`config.mk`:
```
export PLATFORM = sky130hd
export DESIGN_NAME = chk_fifo
export DESIGN_NICKNAME = d
export VERILOG_FILES = /design/src/rtl/adder_chk_pkg.sv /design/src/rtl/chk_fifo.sv
export SDC_FILE = /design/constraint.sdc
export NUM_CORES = 1
export LEC_CHECK = 0
export CAP_MARGIN = 20
export CORE_UTILIZATION = 25
export CTS_CLUSTER_SIZE = 20
export DETAILED_ROUTE_END_ITERATION = 6
export REMOVE_ABC_BUFFERS = 1
export SLEW_MARGIN = 20
export SYNTH_ARGS = -nofsm -noshare
export SYNTH_HDL_FRONTEND = slang
export SYNTH_SLANG_ARGS = --single-unit
export TNS_END_PERCENT = 10
```
`constraint.sdc`:
```
create_clock -name clk -period 2.24 [get_ports clk]
set_input_delay 0.672 -clock clk [delete_from_list [all_inputs] [get_ports clk]]
set_output_delay 0.672 -clock clk [all_outputs]
set_load 0.1 [all_outputs]
```
`src/rtl/adder_chk_pkg.sv`:
```
// Shared types and default sizes for the adder response checker.
// exp_entry_t is fixed at CHK_WIDTH; resize the checker by changing CHK_WIDTH here.
package adder_chk_pkg;

    localparam int CHK_WIDTH = 3;
    localparam int CHK_DEPTH = 4;

    typedef enum logic [1:0] {
        IDLE,
        RUN,
        DRAIN,
        DONE
    } state_t;

    typedef struct packed {
        logic [CHK_WIDTH-1:0] a;
        logic [CHK_WIDTH-1:0] b;
        logic [CHK_WIDTH-1:0] exp;
    } exp_entry_t;

endpackage

```
`src/rtl/chk_fifo.sv`:
```
// Synchronous FIFO of expected-value entries; head is the oldest entry, shown combinationally.
// Pointers carry an extra wrap bit so full and empty are distinguishable; clr flushes in one cycle.
module chk_fifo
    import adder_chk_pkg::*;
#(
    parameter int DEPTH = CHK_DEPTH
) (
    input  logic       clk,
    input  logic       rst_n,
    input  logic       clr,
    input  logic       push,
    input  logic       pop,
    input  exp_entry_t din,
    output exp_entry_t head,
    output logic       full,
    output logic       empty
);

    localparam int AW = $clog2(DEPTH);

    logic [AW:0] wr_ptr;
    logic [AW:0] rd_ptr;
    exp_entry_t  mem [DEPTH];

    assign empty = (wr_ptr == rd_ptr);
    assign full  = (wr_ptr[AW] != rd_ptr[AW]) && (wr_ptr[AW-1:0] == rd_ptr[AW-1:0]);
    assign head  = mem[rd_ptr[AW-1:0]];

    always_ff @(posedge clk or negedge rst_n) begin
        if (!rst_n) begin
            wr_ptr <= '0;
            rd_ptr <= '0;
        end else if (clr) begin
            wr_ptr <= '0;
            rd_ptr <= '0;
        end else begin
            if (push && !full)
                wr_ptr <= wr_ptr + {{AW{1'b0}}, 1'b1};
            if (pop && !empty)
                rd_ptr <= rd_ptr + {{AW{1'b0}}, 1'b1};
        end
    end

    always_ff @(posedge clk) begin
        if (push && !full && !clr)
            mem[wr_ptr[AW-1:0]] <= din;
    end

endmodule

```
==> qor.yml, run 1 <==
route:
  viasPerCell: 4.56
  wl_per_cell_um: 15.4
  first_iter_violations: 61
  wl_um: 3820
  dr.pass1.iters: 4
  drc: 0
  ant_nets: 0
  vias: 1131
place:
  gp_congestion: 0.897
  port_buffers: 24
  hpwl_um: 2820
  dpl-instance-area_mm2: 0.00243
global_route:
  grt_max_degree: 17
  overflow: 0
  antenna_found_initial: 0
  grt_pass1_wl_um: 6040
  grt_usage_pct: 10.8
  grt_pass1_vias: 1174
floorplan:
  placement_rows: 30
  coreArea_mm2: 0.00698
  fp.dieH_um: 88.0
  start_util_pct: 26.5
  dieArea_mm2: 0.00774
  io_pins: 25
  fp.dieW_um: 88.0
layout:
  multiInputGateArea_um2: 607
  antenna_cells: 0
  area_growth_pct: 39.4
  drive_gt1_share_pct: 30.3
  fin_nets: 170
  final_cell_area_mm2: 0.00257
  regArea_mm2: 0.00123
  fillers: 675
critical_path:
  path_cells: "buf_12, mux4_2, buf_12"
  endpoint_kind: "output pin"
  critical_path.top_delay_family: "multiplexers"
  path_buf_inv: 2
  arrival_ns: 1.62
  crit_type: "flip-flop to output pin"
  cpMaxStageDelayCell: "mux4_2"
  crit_fanout: 9
  crit_required_ns: 1.57
  start_kind: "flip-flop"
  crit_path_frequent_cell: "buf_12"
  cp_slowest_stage_delay_ns: 0.55
sta:
  max_freq_mhz: 437
  drv_slew: 0
  max_slew_margin_pct: 74.6
  clock_skew_ns: 0.00856
  fin_crit_sh_pct: 102
  hold_viol: 0
  rsz0062_at_grt: "yes"
  min_period_ns: 2.29
  worst_slew_pin_slew_ns: 0.378
  setup_viol: 9
  layout_setup_ws_ns: -0.0499
  holdWs_ns: 0.628
synthesis:
  ys.flop_type: "edfxtp_1"
  synth_cell_types: 29
  synth-seq-area-share_pct: 66.7
  synth_edf_count: 36
  syn_inst: 111
  synth_seq_cells: 42
  netlist_area_mm2: 0.00185
  synth-async-reset-ratio_pct: 14.3
  ys_warn_count: 0
  synth_area_per_cell_um2: 16.6
power:
  power.density_mw_per_mm2: 1330
  leakagePower_nw: 0.917
  ir_drop_mv: 1.32
outcome:
  outcome: "finished with violations"
  violations: "negative setup slack"
clock_network:
  clock_sink_count: 42
  clkTransAtPathRegs_ns: 0.07
  clock_latency_ns: 0.29
  h-tree-depth: 2
  post-cts-setup-buffers: 0
  cts_tree: "built"
  cts_buffer_depth: 2
  cts_root_buffer: "clkbuf_8"
  numCtsBuffers: 5
  hold_buffers: 0
flow_run:
  max_cap_violations: 0
hold_path:
  hp-class: "primary input to async pin"
-- flip-flops by register name, summed over array words and instances (netlist names) --
| name | count |
|---|---|
| wr_ptr | 3 |
| mem | 36 |
| rd_ptr | 3 |
-- cell type report --
class | count | area share (%)
Timing Repair Buffer | 38 | 19.1
Tap cell | 96 | 4.66
Inverter | 3 | 0.437
Clock buffer | 6 | 2.82
Sequential cell | 42 | 47.9
Clock inverter | 2 | 1.46
Multi-Input combinational cell | 61 | 23.6
-- placed cells by master (no fill, tap or decap), types with 2 or more instances in the layout --
| cell | instances |
|---|---|
| nand4_1 | 2 |
| edfxtp_1 | 36 |
| ha_1 | 5 |
| o21ai_0 | 2 |
| o311ai_1 | 2 |
| clkdlybuf4s50_1 | 13 |
| a31oi_1 | 3 |
| a21oi_1 | 2 |
| dfrtp_1 | 4 |
| mux4_2 | 9 |
| dfrtp_2 | 2 |
| nor2b_1 | 2 |
| a2bb2oi_1 | 2 |
| buf_12 | 14 |
| xor2_1 | 3 |
| nand2b_1 | 2 |
| nor3b_1 | 2 |
| o211ai_1 | 2 |
| clkbuf_8 | 5 |
| inv_1 | 3 |
| nor2_1 | 2 |
| and3_1 | 6 |
| buf_4 | 11 |
| nand2_1 | 5 |
-- where the power goes --
group / internal [mW] / switching, mW
clock network: 0.332 / 0.253
registers: 0.949 / 0.0743
logic: 0.709 / 1.11
-- routing by layer --
metal  share of wire (%)  global-route usage, %
met5                   0                      0
met1                  44                   13.3
met4                0.63                   4.02
met3                 6.1                   3.68
met2                  49                   17.8
-- metrics by stage --
step                std cells  utilization, %  setup TNS (ns)  power, mW  setup WS [ns]
finish                    248            36.9          -0.318       3.43        -0.0499
global route              248            36.9          -0.911       3.57         -0.109
global placement          240            34.8               0       2.78          0.159
floorplan                 106               -           -1.16       2.09         -0.885
detailed placement        240            34.8               0       2.81          0.131
CTS                       248            36.5          -0.915       3.41         -0.103
-- path summary, 6_finish.rpt --
kind,start,to,slack [ns],cells past startpoint
worst min register to register,wr_ptr[2]$_DFFE_PN0P_,wr_ptr[2]$_DFFE_PN0P_,0.64,2
worst max-delay path,rd_ptr[0]$_DFFE_PN0P_,head[2],-0.05,3
worst min-delay path,rst_n,wr_ptr[1]$_DFFE_PN0P_,0.63,1
min in group clk,wr_ptr[2]$_DFFE_PN0P_,wr_ptr[2]$_DFFE_PN0P_,0.64,2
worst max register to register,rd_ptr[1]$_DFFE_PN0P_,wr_ptr[2]$_DFFE_PN0P_,0.59,4
max in group asynchronous,rst_n,rd_ptr[0]$_DFFE_PN0P_,1.36,1
-- worst reg2reg max path, stage by stage, from the launching register on --
cell	delay (ns)
dfrtp_1	0.44
buf_4	0.24
xor2_1	0.20
or4_1	0.50
a31oi_1	0.19
-- kinds of logic (layout without fill, tap and decap cells) --
group,after synthesis,in the layout,synth area share [%]
and+or+nand+nor,24,24,7.25
buffers and inverters,8,49,2.17
muxes,9,9,11.0
xor gates and xnor gates,6,6,2.85
adders and majority gates,5,5,3.39
AOI/OAI and AO/OA,17,17,6.71
DFF,42,42,66.7
-- cells in the mapped netlist (2+ instances only) --
cell type  instances  area share (%)
ha_1               5             3.4
dfrtp_1            6             8.1
nand3_1            2            0.54
nor2b_1            2            0.68
o311ai_1           2            0.95
xnor2_1            3             1.4
inv_1              3            0.61
edfxtp_1          36              59
nor2_1             2            0.41
o21ai_0            2            0.54
mux4_2             9              11
xor2_1             3             1.4
nand2b_1           2            0.68
buf_2              2            0.54
a2bb2oi_1          2            0.95
a31oi_1            3             1.0
a21oi_1            2            0.54
o211ai_1           2            0.81
nand4_1            2            0.68
nand2_1            5             1.0
and3_1             6             2.0
clkbuf_1           2            0.41
nor3b_1            2            0.81
-- what timing repair did --
action | 4_1_cts | 5_1_grt
pin swaps | 0 | 0
setup endpoints to repair | 11 | 11
hold endpoints to repair | 0 | 0
resized for setup | 1 | 5
Note: power is estimated with default switching activity, not from simulation.
==> run 2: changes to the inputs <==
--- a/config.mk
+++ b/config.mk
@@ -6,9 +6,11 @@
 export NUM_CORES = 1
 export LEC_CHECK = 0
 export CAP_MARGIN = 20
+export CORE_ASPECT_RATIO = 0.75
 export CORE_UTILIZATION = 25
 export CTS_CLUSTER_SIZE = 20
 export DETAILED_ROUTE_END_ITERATION = 6
+export GPL_ROUTABILITY_DRIVEN = 0
 export REMOVE_ABC_BUFFERS = 1
 export SLEW_MARGIN = 20
 export SYNTH_ARGS = -nofsm -noshare
==> run 2 against run 1 <==
Net effect: the flow still finishes with violations (negative setup slack); final cell count rose by 0.40%; via count rose by 0.18%; sequential share of layout area rose by 0.40 points; combinational power barely moved; highest routed layer unchanged.
==> qor.yml, run 2 (synthesis results as in run 1) <==
outcome:
  outcome: "finished with violations"
  violations: "negative setup slack"
global_route:
  grt_max_degree: 17  # unchanged
  grt_usage_pct: 10.6  # -0.28 points
  grt_pass1_vias: 1158  # -1.4%
  antenna_found_initial: 0  # unchanged
  overflow: 0  # unchanged
  grt_pass1_wl_um: 6020  # -0.23%
floorplan:
  dieArea_mm2: 0.00774  # about the same
  fp.dieH_um: 76.4  # -13%
  fp.dieW_um: 101  # +15%
  coreArea_mm2: 0.00696  # -0.29%
  start_util_pct: 26.5  # +0.076 points
  io_pins: 25  # unchanged
  placement_rows: 26  # -13%
critical_path:
  path_cells: "buf_6, mux4_2, buf_12"
  arrival_ns: 1.67  # +0.05 ns
  crit_fanout: 6  # -3
  crit_path_start: "rd_ptr[0]$_DFFE_PN0P_"
  reg2reg_setup_slack_ns: 0.48  # -0.11 ns
  cp_slowest_stage_delay_ns: 0.55  # about the same
  path_buf_inv: 2  # unchanged
  start_kind: "flip-flop"
  cpMaxStageDelayCell: "mux4_2"
  worstSetupEndpoint: "head[3]"
  regToRegStartpoint: "rd_ptr[0]$_DFFE_PN0P_"
  cp.depth: 3  # unchanged
  critical_path.top_delay_family: "multiplexers"
  rr_endpoint: "wr_ptr[2]$_DFFE_PN0P_"
  crit_required_ns: 1.57  # about the same
  r2r_cells: 5  # +1
  endpoint_kind: "output pin"
  crit_type: "flip-flop to output pin"
power:
  internal-power_mw: 1.88  # -5.3%
  combPwrFrac_pct: 55.6  # +2.5 points
  power_frac_seq_pct: 30.8  # +1.0 points
  ir_drop_mv: 0.508  # -62%
  leakagePower_nw: 0.907  # -1.1%
  p_clk_share_pct: 13.7  # -3.4 points
  power.density_mw_per_mm2: 1300  # -2.5%
  p_sw_mw: 1.43  # -0.44%
  swShare_pct: 43.2  # +1.2 points
layout:
  final_common_cell: "edfxtp_1"
  final_cells: 249  # +0.40%
  drive_gt1_share_pct: 30.5  # +0.20 points
  area_growth_pct: 38.3
  fin_util_pct: 36.7  # -0.20 points
  fin_nets: 169  # -0.59%
  largest_reg_flops: 36  # unchanged
  antenna_cells: 0  # unchanged
  layout_common_cells: "edfxtp_1, buf_12, clkdlybuf4s50_1"
clock_network:
  hold_buffers: 0  # unchanged
  cts_tree: "built"
  numCtsBuffers: 5  # unchanged
  clock_latency_ns: 0.29  # about the same
  h-tree-depth: 2  # unchanged
  clock_sink_count: 42  # unchanged
  clkTransAtPathRegs_ns: 0.07  # about the same
  cts_root_buffer: "clkbuf_8"
  cts_buffer_depth: 2  # unchanged
route:
  drc: 0  # unchanged
  wl_um: 3680  # -3.5%
  ant_nets: 0  # unchanged
  first_iter_violations: 48  # -21%
  viasPerCell: 4.55  # -0.23%
  dr.pass1.iters: 4  # unchanged
  wl_per_cell_um: 14.8  # -3.9%
  vias: 1133  # +0.18%
sta:
  setup_viol: 10  # +1
  holdWs_ns: 0.625  # -0.00295 ns
  max_slew_margin_pct: 73.1  # -1.6 points
  layout_setup_ws_ns: -0.100  # -0.0505 ns
  fin_crit_sh_pct: 104  # +2.3 points
  rsz0062_at_grt: "yes"
  drv_slew: 0  # unchanged
  min_period_ns: 2.34  # +0.0505 ns
  clock_skew_ns: 0.00721  # -0.00135 ns
  max_freq_mhz: 427  # -2.2%
  worst_slew_pin_slew_ns: 0.401  # +0.0232 ns
  hold_viol: 0  # unchanged
place:
  dp_cells: 240  # unchanged
  place_ws_ns: 0.0376  # -0.0935 ns
  hpwl_um: 2660  # -5.5%
  port_buffers: 24  # unchanged
flow_run:
  max_cap_violations: 0  # unchanged
hold_path:
  hp-class: "flip-flop to flip-flop"
[run 2: per-stage QoR]
stage	power [mW]	TNS [ns]	instance area, µm²
after global routing	3.46	-1.38	2550
final	3.32	-0.767	2550
after floorplan	2.09	-1.16	1820
after global placement	2.80	0	2430
after CTS	3.33	-0.802	2550
after detailed placement	2.82	0	2430
[run 2: tightest hold or removal path, stage by stage (launching register included)]
cell	delay, ns
dfrtp_1	0.44
nand2_1	0.08
a31oi_1	0.07
[run 2: metal layers]
metal / GRT usage [%] / up-vias / wire length, µm
met5: 0 / - / 0
met4: 4.06 / 0 / 54
met3: 3.58 / 4 / 216
met2: 15.6 / 34 / 1740
met1: 14.2 / 571 / 1670
li1: - / 524 / -
[run 2: worst min-delay path by stage]
stage	startpoint	end	slack [ns]	cells after the start
after global placement	wr_ptr[2]$_DFFE_PN0P_	wr_ptr[2]$_DFFE_PN0P_	0.60	2
after floorplan	rst_n	rd_ptr[0]$_DFFE_PN0P_	0.38	0
final	wr_ptr[2]$_DFFE_PN0P_	wr_ptr[2]$_DFFE_PN0P_	0.63	2
after CTS	wr_ptr[2]$_DFFE_PN0P_	wr_ptr[2]$_DFFE_PN0P_	0.62	2
after global routing	rst_n	wr_ptr[1]$_DFFE_PN0P_	0.65	1
after detailed placement	wr_ptr[2]$_DFFE_PN0P_	wr_ptr[2]$_DFFE_PN0P_	0.61	2
[run 2: timing repair]
action | CTS | global route
buffers inserted | 1 | 0
gates cloned | 0 | 0
setup endpoints to repair | 11 | 11
pin swaps | 0 | 0
resized for setup | 6 | 2
[run 2: area by class of cell]
class                           instances  area, µm²
Timing Repair Buffer                   37        505
Sequential cell                        42       1230
Clock inverter                          2       10.0
Tap cell                               98        123
Fill cell                             669       4410
Clock buffer                            6       72.6
Inverter                                3       11.3
Multi-Input combinational cell         61        598
[run 2: power by group through the flow]
stage	clock (mW)	sequential [mW]	combinational, mW
finish	0.453	1.02	1.84
global route	0.504	1.03	1.93
CTS	0.469	1.02	1.84
detailed placement	0	1.02	1.80
global placement	0	1.02	1.78
floorplan	0	1.05	1.04
